## src/rtl/sram_arbiter_if.sv

```systemverilog
// -----------------------------------------------------------------------------
// sram_arbiter_if
// Bundles every non-clock/reset signal of the SRAM arbiter: the three
// requester ports (core data d_*, fetch i_*, host x_*), the wait-cycle counter
// controls/outputs and the SRAM macro pins.
//   modport slave  : the arbiter's view (requests in, grants/read data out,
//                    SRAM pins out, sram_dout in)
//   modport master : the environment's view (requesters plus the SRAM macro)
// -----------------------------------------------------------------------------
interface sram_arbiter_if #(
    parameter int AW    = 32,
    parameter int DW    = 32,
    parameter int CNT_W = 16
) ();
    // core data port
    logic              d_req;
    logic              d_we;
    logic [DW/8-1:0]   d_ben;
    logic [AW-1:0]     d_addr;
    logic [DW-1:0]     d_din;
    logic [DW-1:0]     d_dout;
    // instruction fetch port
    logic              i_req;
    logic [AW-1:0]     i_addr;
    logic              i_gnt;
    logic              i_ready;
    logic [DW-1:0]     i_rdata;
    // host / pixel loader port
    logic              x_req;
    logic              x_we;
    logic [DW/8-1:0]   x_ben;
    logic [AW-1:0]     x_addr;
    logic [DW-1:0]     x_wdata;
    logic              x_gnt;
    logic              x_rvalid;
    logic [DW-1:0]     x_rdata;
    // wait-cycle counters
    logic              cnt_clr;
    logic [CNT_W-1:0]  i_wait_cnt;
    logic [CNT_W-1:0]  x_wait_cnt;
    // SRAM macro
    logic              sram_cen;
    logic              sram_wen;
    logic [DW/8-1:0]   sram_ben;
    logic [AW-1:0]     sram_addr;
    logic [DW-1:0]     sram_din;
    logic [DW-1:0]     sram_dout;

    modport slave (
        input  d_req, d_we, d_ben, d_addr, d_din,
        output d_dout,
        input  i_req, i_addr,
        output i_gnt, i_ready, i_rdata,
        input  x_req, x_we, x_ben, x_addr, x_wdata,
        output x_gnt, x_rvalid, x_rdata,
        input  cnt_clr,
        output i_wait_cnt, x_wait_cnt,
        output sram_cen, sram_wen, sram_ben, sram_addr, sram_din,
        input  sram_dout
    );

    modport master (
        output d_req, d_we, d_ben, d_addr, d_din,
        input  d_dout,
        output i_req, i_addr,
        input  i_gnt, i_ready, i_rdata,
        output x_req, x_we, x_ben, x_addr, x_wdata,
        input  x_gnt, x_rvalid, x_rdata,
        output cnt_clr,
        input  i_wait_cnt, x_wait_cnt,
        input  sram_cen, sram_wen, sram_ben, sram_addr, sram_din,
        output sram_dout
    );
endinterface

```

## src/rtl/sram_arbiter.sv

```systemverilog
// -----------------------------------------------------------------------------
// sram_arbiter
// Shares one single-port SRAM between the core data port (fixed top priority,
// never stalled), the instruction fetch port and a host loader port. Fetch and
// host split the remaining cycles round-robin. Read data comes back one cycle
// after the access and is steered by a registered owner tag. Saturating
// counters record how many cycles fetch and host spent waiting.
//   clk : clock, all state on the rising edge
//   rst : asynchronous active-high reset
//   bus : sram_arbiter_if.slave -- requester ports, counters, SRAM pins
// -----------------------------------------------------------------------------
module sram_arbiter #(
    parameter int AW    = 32,
    parameter int DW    = 32,
    parameter int CNT_W = 16
) (
    input  logic           clk,
    input  logic           rst,
    sram_arbiter_if.slave  bus
);

    typedef enum logic {
        RR_I = 1'b0,
        RR_X = 1'b1
    } rr_t;

    typedef enum logic [1:0] {
        OWN_NONE = 2'd0,
        OWN_D    = 2'd1,
        OWN_I    = 2'd2,
        OWN_X    = 2'd3
    } owner_t;

    rr_t              r_rr_last;
    rr_t              w_rr_next;
    owner_t           r_rd_owner;
    owner_t           w_rd_owner_next;
    logic             w_d_own;
    logic             w_i_gnt;
    logic             w_x_gnt;
    logic [CNT_W-1:0] r_i_wait;
    logic [CNT_W-1:0] r_x_wait;

    function automatic logic [CNT_W-1:0] sat_inc(input logic [CNT_W-1:0] v);
        logic [CNT_W-1:0] one;
        one = {{(CNT_W-1){1'b0}}, 1'b1};
        return (&v) ? v : v + one;
    endfunction

    // Ownership decision. Everything is gated by rst so the SRAM goes quiet
    // the moment reset is asserted, even mid-cycle.
    always_comb begin
        w_d_own = 1'b0;
        w_i_gnt = 1'b0;
        w_x_gnt = 1'b0;
        if (!rst) begin
            if (bus.d_req) begin
                w_d_own = 1'b1;
            end else if (bus.i_req && bus.x_req) begin
                // tie: whoever was not served last time wins
                if (r_rr_last == RR_X) w_i_gnt = 1'b1;
                else                   w_x_gnt = 1'b1;
            end else if (bus.i_req) begin
                w_i_gnt = 1'b1;
            end else if (bus.x_req) begin
                w_x_gnt = 1'b1;
            end
        end
    end

    // Next round-robin pointer and read-return tag. Writes and idle cycles
    // load NONE so no valid is raised for them.
    always_comb begin
        w_rr_next       = r_rr_last;
        w_rd_owner_next = OWN_NONE;
        if (w_i_gnt) w_rr_next = RR_I;
        if (w_x_gnt) w_rr_next = RR_X;
        if (w_d_own && !bus.d_we)       w_rd_owner_next = OWN_D;
        else if (w_i_gnt)               w_rd_owner_next = OWN_I;
        else if (w_x_gnt && !bus.x_we)  w_rd_owner_next = OWN_X;
    end

    always_ff @(posedge clk or posedge rst) begin
        if (rst) begin
            r_rr_last  <= RR_X;
            r_rd_owner <= OWN_NONE;
        end else begin
            r_rr_last  <= w_rr_next;
            r_rd_owner <= w_rd_owner_next;
        end
    end

    // Wait counters: clear beats increment; a request counts as waiting in
    // any cycle it is not granted, including cycles taken by the data port.
    always_ff @(posedge clk or posedge rst) begin
        if (rst) begin
            r_i_wait <= '0;
            r_x_wait <= '0;
        end else if (bus.cnt_clr) begin
            r_i_wait <= '0;
            r_x_wait <= '0;
        end else begin
            if (bus.i_req && !w_i_gnt) r_i_wait <= sat_inc(r_i_wait);
            if (bus.x_req && !w_x_gnt) r_x_wait <= sat_inc(r_x_wait);
        end
    end

    // SRAM pin drive, idle values first
    always_comb begin
        bus.sram_cen  = 1'b1;
        bus.sram_wen  = 1'b1;
        bus.sram_ben  = '1;
        bus.sram_addr = '0;
        bus.sram_din  = '0;
        if (w_d_own) begin
            bus.sram_cen  = 1'b0;
            bus.sram_wen  = !bus.d_we;
            bus.sram_ben  = bus.d_ben;
            bus.sram_addr = bus.d_addr;
            bus.sram_din  = bus.d_din;
        end else if (w_i_gnt) begin
            bus.sram_cen  = 1'b0;
            bus.sram_ben  = '0;
            bus.sram_addr = bus.i_addr;
        end else if (w_x_gnt) begin
            bus.sram_cen  = 1'b0;
            bus.sram_wen  = !bus.x_we;
            bus.sram_ben  = bus.x_ben;
            bus.sram_addr = bus.x_addr;
            bus.sram_din  = bus.x_wdata;
        end
    end

    assign bus.i_gnt      = w_i_gnt;
    assign bus.x_gnt      = w_x_gnt;
    assign bus.d_dout     = bus.sram_dout;
    assign bus.i_ready    = (r_rd_owner == OWN_I);
    assign bus.x_rvalid   = (r_rd_owner == OWN_X);
    assign bus.i_rdata    = (r_rd_owner == OWN_I) ? bus.sram_dout : '0;
    assign bus.x_rdata    = (r_rd_owner == OWN_X) ? bus.sram_dout : '0;
    assign bus.i_wait_cnt = r_i_wait;
    assign bus.x_wait_cnt = r_x_wait;

endmodule
```

## src/flat_wrapper.sv

```systemverilog
// flat-port wrapper written by rule: the top's interface ports become plain ports
module sram_arbiter_flat 
#(
    parameter int AW    = 32,
    parameter int DW    = 32,
    parameter int CNT_W = 16
)
  (clk, rst, bus_d_req, bus_d_we, bus_d_ben, bus_d_addr, bus_d_din, bus_d_dout, bus_i_req, bus_i_addr, bus_i_gnt, bus_i_ready, bus_i_rdata, bus_x_req, bus_x_we, bus_x_ben, bus_x_addr, bus_x_wdata, bus_x_gnt, bus_x_rvalid, bus_x_rdata, bus_cnt_clr, bus_i_wait_cnt, bus_x_wait_cnt, bus_sram_cen, bus_sram_wen, bus_sram_ben, bus_sram_addr, bus_sram_din, bus_sram_dout);
  sram_arbiter_if #(.AW(AW), .DW(DW), .CNT_W(CNT_W)) bus_i ();
  input  logic clk;
  input  logic rst;
  input wire logic [$bits(bus_i.d_req)-1:0] bus_d_req;
  input wire logic [$bits(bus_i.d_we)-1:0] bus_d_we;
  input wire logic [$bits(bus_i.d_ben)-1:0] bus_d_ben;
  input wire logic [$bits(bus_i.d_addr)-1:0] bus_d_addr;
  input wire logic [$bits(bus_i.d_din)-1:0] bus_d_din;
  output wire logic [$bits(bus_i.d_dout)-1:0] bus_d_dout;
  input wire logic [$bits(bus_i.i_req)-1:0] bus_i_req;
  input wire logic [$bits(bus_i.i_addr)-1:0] bus_i_addr;
  output wire logic [$bits(bus_i.i_gnt)-1:0] bus_i_gnt;
  output wire logic [$bits(bus_i.i_ready)-1:0] bus_i_ready;
  output wire logic [$bits(bus_i.i_rdata)-1:0] bus_i_rdata;
  input wire logic [$bits(bus_i.x_req)-1:0] bus_x_req;
  input wire logic [$bits(bus_i.x_we)-1:0] bus_x_we;
  input wire logic [$bits(bus_i.x_ben)-1:0] bus_x_ben;
  input wire logic [$bits(bus_i.x_addr)-1:0] bus_x_addr;
  input wire logic [$bits(bus_i.x_wdata)-1:0] bus_x_wdata;
  output wire logic [$bits(bus_i.x_gnt)-1:0] bus_x_gnt;
  output wire logic [$bits(bus_i.x_rvalid)-1:0] bus_x_rvalid;
  output wire logic [$bits(bus_i.x_rdata)-1:0] bus_x_rdata;
  input wire logic [$bits(bus_i.cnt_clr)-1:0] bus_cnt_clr;
  output wire logic [$bits(bus_i.i_wait_cnt)-1:0] bus_i_wait_cnt;
  output wire logic [$bits(bus_i.x_wait_cnt)-1:0] bus_x_wait_cnt;
  output wire logic [$bits(bus_i.sram_cen)-1:0] bus_sram_cen;
  output wire logic [$bits(bus_i.sram_wen)-1:0] bus_sram_wen;
  output wire logic [$bits(bus_i.sram_ben)-1:0] bus_sram_ben;
  output wire logic [$bits(bus_i.sram_addr)-1:0] bus_sram_addr;
  output wire logic [$bits(bus_i.sram_din)-1:0] bus_sram_din;
  input wire logic [$bits(bus_i.sram_dout)-1:0] bus_sram_dout;
  assign bus_i.d_req = bus_d_req;
  assign bus_i.d_we = bus_d_we;
  assign bus_i.d_ben = bus_d_ben;
  assign bus_i.d_addr = bus_d_addr;
  assign bus_i.d_din = bus_d_din;
  assign bus_d_dout = bus_i.d_dout;
  assign bus_i.i_req = bus_i_req;
  assign bus_i.i_addr = bus_i_addr;
  assign bus_i_gnt = bus_i.i_gnt;
  assign bus_i_ready = bus_i.i_ready;
  assign bus_i_rdata = bus_i.i_rdata;
  assign bus_i.x_req = bus_x_req;
  assign bus_i.x_we = bus_x_we;
  assign bus_i.x_ben = bus_x_ben;
  assign bus_i.x_addr = bus_x_addr;
  assign bus_i.x_wdata = bus_x_wdata;
  assign bus_x_gnt = bus_i.x_gnt;
  assign bus_x_rvalid = bus_i.x_rvalid;
  assign bus_x_rdata = bus_i.x_rdata;
  assign bus_i.cnt_clr = bus_cnt_clr;
  assign bus_i_wait_cnt = bus_i.i_wait_cnt;
  assign bus_x_wait_cnt = bus_i.x_wait_cnt;
  assign bus_sram_cen = bus_i.sram_cen;
  assign bus_sram_wen = bus_i.sram_wen;
  assign bus_sram_ben = bus_i.sram_ben;
  assign bus_sram_addr = bus_i.sram_addr;
  assign bus_sram_din = bus_i.sram_din;
  assign bus_i.sram_dout = bus_sram_dout;
  sram_arbiter #(.AW(AW), .DW(DW), .CNT_W(CNT_W)) u_core (.clk(clk), .rst(rst), .bus(bus_i));
endmodule
```

## config.mk

```make
export PLATFORM = sky130hd
export DESIGN_NAME = sram_arbiter_flat
export DESIGN_NICKNAME = d
export VERILOG_FILES = /design/src/rtl/sram_arbiter_if.sv /design/src/rtl/sram_arbiter.sv /design/src/flat_wrapper.sv
export SDC_FILE = /design/constraint.sdc
export NUM_CORES = 1
export LEC_CHECK = 0
export CAP_MARGIN = 20
export CORE_AREA = 4 4 157 159
export DETAILED_ROUTE_END_ITERATION = 8
export DIE_AREA = 0 0 161 163
export GPL_TIMING_DRIVEN = 0
export HOLD_SLACK_MARGIN = 0.08
export REMOVE_ABC_BUFFERS = 1
export SLEW_MARGIN = 25
export SYNTH_ARGS = -nofsm -noshare
export SYNTH_HDL_FRONTEND = slang
export SYNTH_SLANG_ARGS = --single-unit
```

## constraint.sdc

```tcl
create_clock -name clk -period 5.8 [get_ports clk]
set_input_delay 0.87 -clock clk [delete_from_list [all_inputs] [get_ports clk]]
set_output_delay 0.87 -clock clk [all_outputs]
set_load 0.02 [all_outputs]
```

**Word level (Yosys, flattened, before mapping)**

Cells that the tools add are included.

- Logic and storage cells: 67
- Memories kept: 0
- Memory bits (read-only): 0
- Input bits: 208
- Bits in registers: 35
- Latch bits: 0
- RAM bits: 0
- Output and inout bits: 202

- $lt $le $gt $ge: 0
- Reduce and logical (&&, ||, !) cells: 16
- Equal/unequal tests: 4
- $add $sub $neg: 2
- Shift operators: 0
- Divide/modulo/power cells: 0
- Muxes and demuxes: 41
- Bitwise logic cells: 0
- Multipliers: 0

Operators by type and width:

| cell | number |
|---|---|
| 32-bit 2-to-1 mux | 8 |
| 16-bit 2-to-1 mux | 6 |
| 16-bit by 1-bit adder with 16-bit output (second input constant) | 2 |
| 16-bit AND reduction | 2 |
| 1-bit 2-to-1 mux | 21 |
| 4-bit 2-to-1 mux | 3 |
| 2-bit 2-to-1 mux | 3 |
| 2-bit nonzero test | 3 |
| 1-bit logical AND | 5 |
| 2-bit == test (second input constant) | 2 |
| 1-bit zero test | 4 |
| 2-bit inequality test (second input constant) | 2 |
| 2-bit AND reduction | 2 |

**Depth between registers and ports, before layout**

Gate-level depths: netlist of the first run.

- Depth in word-level cells: 9
- Mapped depth: 7
- Depth with buffers taken out: 5

**Worst setup path before layout of the first run**

No wires, ideal clock.

- Path kind: input -> output
- Start point: input bus_x_req
- End point: output bus_sram_addr[27]
- Data required time: 4930 ps
- Arrival time: 2219 ps
- Path buffers: 2
- Stages on the path: 6
- Path slack: 2711 ps
- Cells stage by stage: buf_4 -> and2b_2 -> nor3b_1 -> clkbuf_1 -> a22oi_1 -> nand2_1

- Elaborated cells between the ends (all ways): 12
- Those cells by class: mux (11); reduce/logical (1)

RTL lines:

| element | line | text |
|---|---|---|
| start: declaration | flat_wrapper.sv:23 | `input wire logic [$bits(bus_i.x_req)-1:0] bus_x_req;` |
| 1-bit logical AND | sram_arbiter.sv:59 | `end else if (bus.i_req && bus.x_req) begin` |
| 1-bit 2-to-1 mux | sram_arbiter.sv:59 |  |
| 1-bit 2-to-1 mux | sram_arbiter.sv:57 | `if (bus.d_req) begin` |
| 1-bit 2-to-1 mux | sram_arbiter.sv:56 | `if (!rst) begin` |
| named net bus_i_gnt | flat_wrapper.sv:20 | `output wire logic [$bits(bus_i.i_gnt)-1:0] bus_i_gnt;` |
| 32-bit 2-to-1 mux | sram_arbiter.sv:121 | `end else if (w_i_gnt) begin` |
| 32-bit 2-to-1 mux | sram_arbiter.sv:115 | `if (w_d_own) begin` |
| end: declaration | flat_wrapper.sv:37 | `output wire logic [$bits(bus_i.sram_addr)-1:0] bus_sram_addr;` |

The timed path passes the listed nets, and every way through them passes these cells.

**Worst setup path after layout of the first run**

- Start point: input bus_x_req
- End point: output bus_sram_addr[10]

- Word-level cells in the longest chain between the ends: 8
- Elaborated cells between the ends (all ways): 12
- Those cells by class: mux (11); reduce/logical (1)

Ends and longest elaborated chain:

| element | line | text |
|---|---|---|
| 1-bit 2-to-1 mux | sram_arbiter.sv:65 | `end else if (bus.x_req) begin` |
| 1-bit 2-to-1 mux | sram_arbiter.sv:63 | `end else if (bus.i_req) begin` |
| 1-bit 2-to-1 mux | sram_arbiter.sv:59 |  |
| 1-bit 2-to-1 mux | sram_arbiter.sv:57 |  |
| 1-bit 2-to-1 mux | sram_arbiter.sv:56 |  |
| 32-bit 2-to-1 mux | sram_arbiter.sv:125 | `end else if (w_x_gnt) begin` |
| 32-bit 2-to-1 mux (*) | sram_arbiter.sv:121 |  |
| 32-bit 2-to-1 mux (*) | sram_arbiter.sv:115 |  |

Mark *: on every way between the ends. The rest lies on a longest branch, timed or not.

==> out/metrics.yaml, run 1 <==
outcome: "completed"
postSynthAreaPerCell_sq_um: 7.63
tightest_slew_ns: 1.04
drive_gt1_share_pct: 4.52
grt_pass1_vias: 4866
io_buffers: 409
report.final.slew_viol_count: 0
n_fill_cell: 2478
cap_violations: 0
rr_startpoint: "u_core.bus.i_wait_cnt[2]$_DFFE_PP0P_"
finalWeightedCongestion: 0.825
power.leakage_nw: 3.18
yosysUniqueCellTypes: 55
postSynthCellCount: 484
via_count: 5065
wl_mm: 22.6
fin_crit_sh_pct: 80.6
io_pins: 410
num_rows: 56
syn_area_sq_um: 3690
die_x_microns: 161
yosysTopAreaCell: "dfrtp_1"
drt-initial-drc-count: 272
synth_top_area_share_pct: 23.1
min_period_ns: 4.67
die-area_sq_um: 26200
antenna_left: 0
synth_ff_type: "dfrtp_1"
grt_pass1_wl_mm: 32.1
initial_core_util_pct: 15.9
rsz0062_at_grt: "no"
area_growth_pct: 118
skew_ns: 0.00458
crit_path_start_kind: "input port"
design.core.area_sq_um: 23300
hold_buffers: 0
worstSkewPairLatency_ns: 0.28
cts_htree_levels: 2
synth_common_cells: "nand2_1 (81), and3_1 (38), buf_4 (36)"
routed_via_density: 4.37
hold_path_class: "reg2reg"
max_freq_mhz: 214
utilization_pct: 34.6
drc_errors: 0
worstSetupStartpoint: "bus_x_req"
vdd_drop_max_uv: 148
clockRootBuffer: "clkbuf_16"
antenna_found_initial: 5
ys_seq_area_share_pct: 23.8
required_ns: 4.93
numCtsBuffers: 5
wl_per_cell_microns: 19.5
gr-total-overflow: 0
powerDensity_nw_per_um2: 123
arrival_ns: 3.80
worstSetupEndpointType: "output pin"
cp_max_fo: 12
post_cts_buffers: 0
synth_most_common_cell: "nand2_1"
clkTransAtPathRegs_ns: 0.06
drtPass1Iterations: 5
worst_slack_ns: 1.13
relSlewSlack_pct: 30.7
hpwl_mm: 18.7
setup_viol: 0
dieHeight_microns: 163
cts_max_path_buffers: 2
tritoncts: "yes"
ys_top_cells_by_area: "dfrtp_1 (23%), nand2_1 (8.2%), a22o_1 (7.6%)"
finalHoldViolations: 0
track_usage_pct: 15.7
post-place-ws_ns: 1.05
fin_nets: 1049
async_flop_share_pct: 100
cts.sinks: 35
synth_edf_count: 0
yosysWarnings: 0
grt_max_degree: 67
ys_ff_latch: 35
cts-resized-gates: 0
hold_start: "u_core.bus.i_wait_cnt[5]$_DFFE_PP0P_"
critical_path_class: "in2out"
## per-layer routing
layer | vias to the layer above | track usage (%) | routed length, microns
met5 | - | 0 | 46
met4 | 8 | 2.48 | 252
met3 | 22 | 4.20 | 1730
met2 | 178 | 26.8 | 11100
met1 | 2377 | 20.2 | 9450
li1 | 2480 | - | -
## final cells by class
type	instances	area [sq um]	share of cell area, %
timing repair buffer	417	4200	52.2
inverter	7	28.8	0.358
antenna	1	2.50	0.0311
tap	319	399	4.96
clock buffer	7	133	1.65
clock inverter	1	5.00	0.0623
sequential	35	877	10.9
multi-input combinational	373	2400	29.8
## state kept, by name, summed over array words and instances (netlist names)
signal	count
u_core.r_rr_last	1
u_core.r_rd_owner	2
u_core.bus.x_wait_cnt	16
u_core.bus.i_wait_cnt	16
## placed cells by master (no fill, tap or decap), types with 2 or more instances in the layout
cell type        instances
a21oi_1                 19
a21oi_2                  2
a22o_1                  32
a22oi_1                 33
a31oi_1                  3
and2_1                  33
and3_1                  38
and4_1                   3
buf_4                    4
buf_8                    2
clkbuf_1                 2
clkbuf_16                5
clkdlybuf4s50_1        408
dfrtp_1                 34
ha_1                     2
inv_1                    5
mux2_1                   3
mux2_4                   3
mux2i_1                  2
nand2_1                 81
nand3_1                 11
nand4_1                  4
nand4_2                  3
nor2_1                  20
nor2b_1                  7
nor3_1                   7
nor4b_1                  2
o2111ai_1                2
o21ai_0                  5
o31ai_1                 14
o41ai_1                  3
or3_1                    3
or4_1                   15
## cell families (layout without fill, tap and decap cells)
kind of cell / count (synthesis) / in the layout / synth area share [%]
AOI/OAI and AO/OA: 124 / 124 / 25.4
adders and majority gates: 2 / 2 / 0.678
buffers and inverters: 76 / 432 / 11.9
DFF: 35 / 35 / 23.8
muxes: 9 / 9 / 2.98
other: 0 / 1 / 0
and+or+nand+nor: 238 / 238 / 35.3
## worst max-delay path: stages
cell and delay [ns]:
clkdlybuf4s50_1 0.64, and2b_2 0.36, nor3b_2 0.36, buf_4 0.27
buf_4 0.22, buf_4 0.21, a22oi_1 0.14, nand2_1 0.12
clkdlybuf4s50_1 0.62
## final timing paths
check	endpoint	slack [ns]	cells after the start
hold / removal	u_core.bus.i_wait_cnt[5]$_DFFE_PP0P_	0.54	1
setup / recovery	bus_sram_addr[10]	1.13	9
min in group asynchronous	u_core.bus.i_wait_cnt[9]$_DFFE_PP0P_	1.11	2
hold reg to reg	u_core.bus.i_wait_cnt[5]$_DFFE_PP0P_	0.54	1
max in group asynchronous	u_core.bus.x_wait_cnt[11]$_DFFE_PP0P_	4.23	3
setup reg to reg	u_core.bus.i_wait_cnt[0]$_DFFE_PP0P_	3.62	4
## stage by stage
stage               instance area (sq um)  std cells  hold slack [ns]  TNS [ns]  power, mW
floorplan                            3280        415            0.516         0      0.408
global placement                     7770       1143            0.513   -147.84      0.734
detailed placement                   7900       1151            0.528         0      0.741
CTS                                  8040       1159            0.537         0       1.01
global route                         8040       1160            0.567         0       1.04
finish                               8040       1160            0.538         0      0.992
## where the power goes
group	internal (mW)	leakage (nW)	total [mW]	switching, mW
logic	0.265	2.63	0.470	0.205
registers	0.251	0.482	0.265	0.0142
clock network	0.159	0.0679	0.256	0.0974
(Power assumes the default switching activity.)
==> inputs of run 2 (changes only) <==
==> constraint.sdc (replaced) <==
create_clock -name clk -period 4.8 [get_ports clk]
set_input_delay 0.72 -clock clk [delete_from_list [all_inputs] [get_ports clk]]
set_output_delay 0.72 -clock clk [all_outputs]
set_load 0.02 [all_outputs]
==> results of run 2 <==
Same layout as run 1 (identical final DEF). Status: completed.
Among the figures that moved: setup slack after placement 1.05 ns -> 0.349 ns; setup slack after layout 1.13 ns -> 0.427 ns; register-to-register setup slack 3.62 ns -> 2.62 ns; total power 0.992 mW -> 1.20 mW; worst IR drop on VDD 148 uV -> 178 uV
==> inputs of run 3 (changes only) <==
--- a/config.mk
+++ b/config.mk
@@ -5,10 +5,11 @@
 export SDC_FILE = /design/constraint.sdc
 export NUM_CORES = 1
 export LEC_CHECK = 0
+export ABC_AREA = 1
 export CAP_MARGIN = 20
-export CORE_AREA = 4 4 157 159
+export CORE_AREA = 4 4 158 160
 export DETAILED_ROUTE_END_ITERATION = 8
-export DIE_AREA = 0 0 161 163
+export DIE_AREA = 0 0 162 164
 export GPL_TIMING_DRIVEN = 0
 export HOLD_SLACK_MARGIN = 0.08
 export REMOVE_ABC_BUFFERS = 1
==> out/metrics.yaml, run 3 <==
outcome: "completed"
num_rows: 56  # unchanged
worstSkewPairLatency_ns: 0.29  # about the same
fin_nets: 1194  # +14%
skew_ns: 0.00359  # -0.000998 ns
syn_area_sq_um: 3750  # +1.5%
switchingPower_mw: 0.395
worst-path-stages: 6  # -3
io_buffers: 409  # unchanged
power.leakage_nw: 3.25  # +2.2%
gr-total-overflow: 0  # unchanged
n_fill_cell: 2541  # +2.5%
yosysUniqueCellTypes: 28  # -49%
cts_htree_levels: 2  # unchanged
clkTransAtPathRegs_ns: 0.05  # about the same
wl_per_cell_microns: 18.2  # -6.5%
arrival_ns: 3.44
wl_met3_mm: 3.82  # +120%
power_frac_clock_pct: 27.3  # +1.5 points
wl_met2_mm: 10.4  # -6.6%
multi_input_area_sq_um: 2240  # -6.4%
path_cells: "clkdlybuf4s50_1, nor2_1, nand3_2, inv_4, a22o_1, clkdlybuf4s50_1"
tightest_slew_ns: 1.00  # -0.0361 ns
dieHeight_microns: 164  # +0.61%
antenna_left: 0  # unchanged
vdd_drop_max_uv: 118
clockRootBuffer: "clkbuf_16"
synth_ff_type: "dfrtp_1"
report.final.slew_viol_count: 0  # unchanged
hpwl_mm: 20.4  # +9.4%
relSlewSlack_pct: 33.0  # +2.3 points
cp_max_fo: 68  # +56
ys_top_cells_by_area: "dfrtp_1 (23%), nand2_1 (21%), nor2_1 (9.9%)"
cp_slowest_cell: "clkdlybuf4s50_1"
sw_frac_of_total_pct: 32.6
worstSetupEndpointType: "output pin"
required_ns: 4.08
postSynthCellCount: 627  # +30%
postSynthAreaPerCell_sq_um: 5.98  # -22%
dr.max_layer_used: "met5"
hold_buffers: 0  # unchanged
powerDensity_nw_per_um2: 151
routed_via_density: 4.09  # -6.3%
utilization_pct: 34.4  # -0.19 points
min_period_ns: 4.16
via_count: 5352  # +5.7%
critical_path_class: "in2out"
area_growth_pct: 115
synth_common_cells: "nand2_1 (208), nor2_1 (99), inv_1 (58)"
hold_path_class: "reg2reg"
fin_crit_sh_pct: 86.6
synth_most_common_cell: "nand2_1"
crit_top_cell: "clkdlybuf4s50_1"
setup_viol: 0  # unchanged
crit_path_start_kind: "input port"
die_x_microns: 162  # +0.62%
numCtsBuffers: 5  # unchanged
io_pins: 410  # unchanged
tritoncts: "yes"
layout_commonest_cell: "clkdlybuf4s50_1"
instances_no_fill: 1308  # +13%
wl_mm: 23.8  # +5.4%
drtPass1Iterations: 4  # -1
cts.sinks: 35  # unchanged
cts-resized-gates: 0  # unchanged
ys_ff_latch: 35  # unchanged
drt-met1-wl_mm: 9.12  # -3.4%
crit_path_max_incr_delay_ns: 0.74  # +0.10 ns
drive_gt1_share_pct: 3.25  # -1.3 points
die-area_sq_um: 26600  # +1.2%
track_usage_pct: 16.6  # +0.96 points
drt-initial-drc-count: 327  # +20%
design.core.area_sq_um: 23400  # +0.60%
max_freq_mhz: 241
ys_seq_area_share_pct: 23.4  # -0.36 points
grt_max_degree: 69  # +3.0%
rsz0062_at_grt: "no"
p_seq_share_pct: 25.7  # -1.0 points
synth_edf_count: 0  # unchanged
layout_common_cells: "clkdlybuf4s50_1 (409), nand2_1 (207), nor2_1 (99)"
p_total_mw: 1.21
initial_core_util_pct: 16.0  # +0.15 points
grt_pass1_wl_mm: 33.2  # +3.4%
cp_top_family: "buffers and inverters"
register_area_sq_um: 877  # unchanged
dp.cells: 1296  # +13%
cap_violations: 0  # unchanged
yosysTopAreaCell: "dfrtp_1"
yosysWarnings: 0  # unchanged
finalWeightedCongestion: 0.853  # +3.4%
antenna_found_initial: 23  # +18
intPower_mw: 0.817
grt_pass1_vias: 5252  # +7.9%
drc_errors: 0  # unchanged
r2r.worst_path.cells: 7  # +3
async_flop_share_pct: 100  # unchanged
post_cts_buffers: 0  # unchanged
cts_max_path_buffers: 2  # unchanged
hold_depth: 2  # +1
path_buf_inv: 3  # -2
synth_top_area_share_pct: 22.7  # -0.35 points
p_comb_share_pct: 47.0  # -0.4 points
finalHoldViolations: 0  # unchanged
## run 3: cell types whose count changed in the layout (fill, tap and decap cells not counted), sizes merged, moves of 14 or more
cell and change:
nand2 +133, nor2 +84, inv +53, and3 -38, nand3 +38, a22oi -33
and2 -33, o21ai +31, a21oi -21, or4 -15, o31ai -14, xor2 +14
## run 3: power groups by stage
stage	logic [mW]	clock network (mW)	registers, mW
after floorplan	0.180	0	0.322
after global placement	0.569	0	0.317
after detailed placement	0.574	0	0.317
after CTS	0.576	0.339	0.312
after global routing	0.606	0.352	0.314
final	0.569	0.331	0.312
## run 3: kinds of logic after synthesis
group	share of synthesized area (%)
xor+xnor	3.97
simple gates	41.8
flops	23.4
buf+inv	16.8
fa+ha+maj	0.668
compound gates	13.4
## run 3: worst reg2reg max path: cells and delay by family (launching register included)
family / cells / cell delay [ns]
and+or+nand+nor: 4 / 0.88
buffers and inverters: 1 / 0.63
DFF: 1 / 0.36
AOI/OAI and AO/OA: 2 / 0.30
## run 3: area by class of cell
type                       instances  area share [%]
inverter                          61            2.89
clock buffer                       6            1.73
clock inverter                     1          0.0622
tap                              319            4.96
antenna                            5           0.156
timing repair buffer             411            51.4
multi-input combinational        470            27.9
sequential                        35            10.9
## run 3: worst paths after layout
path	slack (ns)	startpoint	end
worst min register to register	0.51	u_core.r_rr_last$_DFFE_PP1P_	u_core.r_rr_last$_DFFE_PP1P_
worst max-delay path	0.64	bus_d_req	bus_sram_din[2]
worst max register to register	2.56	u_core.r_rr_last$_DFFE_PP1P_	u_core.bus.x_wait_cnt[2]$_DFFE_PP0P_
min in group asynchronous	0.79	rst	u_core.bus.x_wait_cnt[14]$_DFFE_PP0P_
max in group asynchronous	3.51	rst	u_core.r_rr_last$_DFFE_PP1P_
worst min-delay path	0.51	u_core.r_rr_last$_DFFE_PP1P_	u_core.r_rr_last$_DFFE_PP1P_
## run 3: stage by stage
step	worst slack (ns)	cell area (sq um)	hold slack, ns	setup TNS, ns
floorplan	0.944	3350	0.483	0
global placement	-1.49	7840	0.501	-86.96
detailed placement	0.462	7890	0.503	0
CTS	0.460	8030	0.512	0
global route	0.475	8040	0.535	0
finish	0.644	8040	0.510	0
## run 3: layer usage
layer / track usage [%] / up-vias
met4: 2.38 / 34
met1: 19.0 / 2319
li1: - / 2681
met5: 0 / -
met3: 12.1 / 50
met2: 25.8 / 268
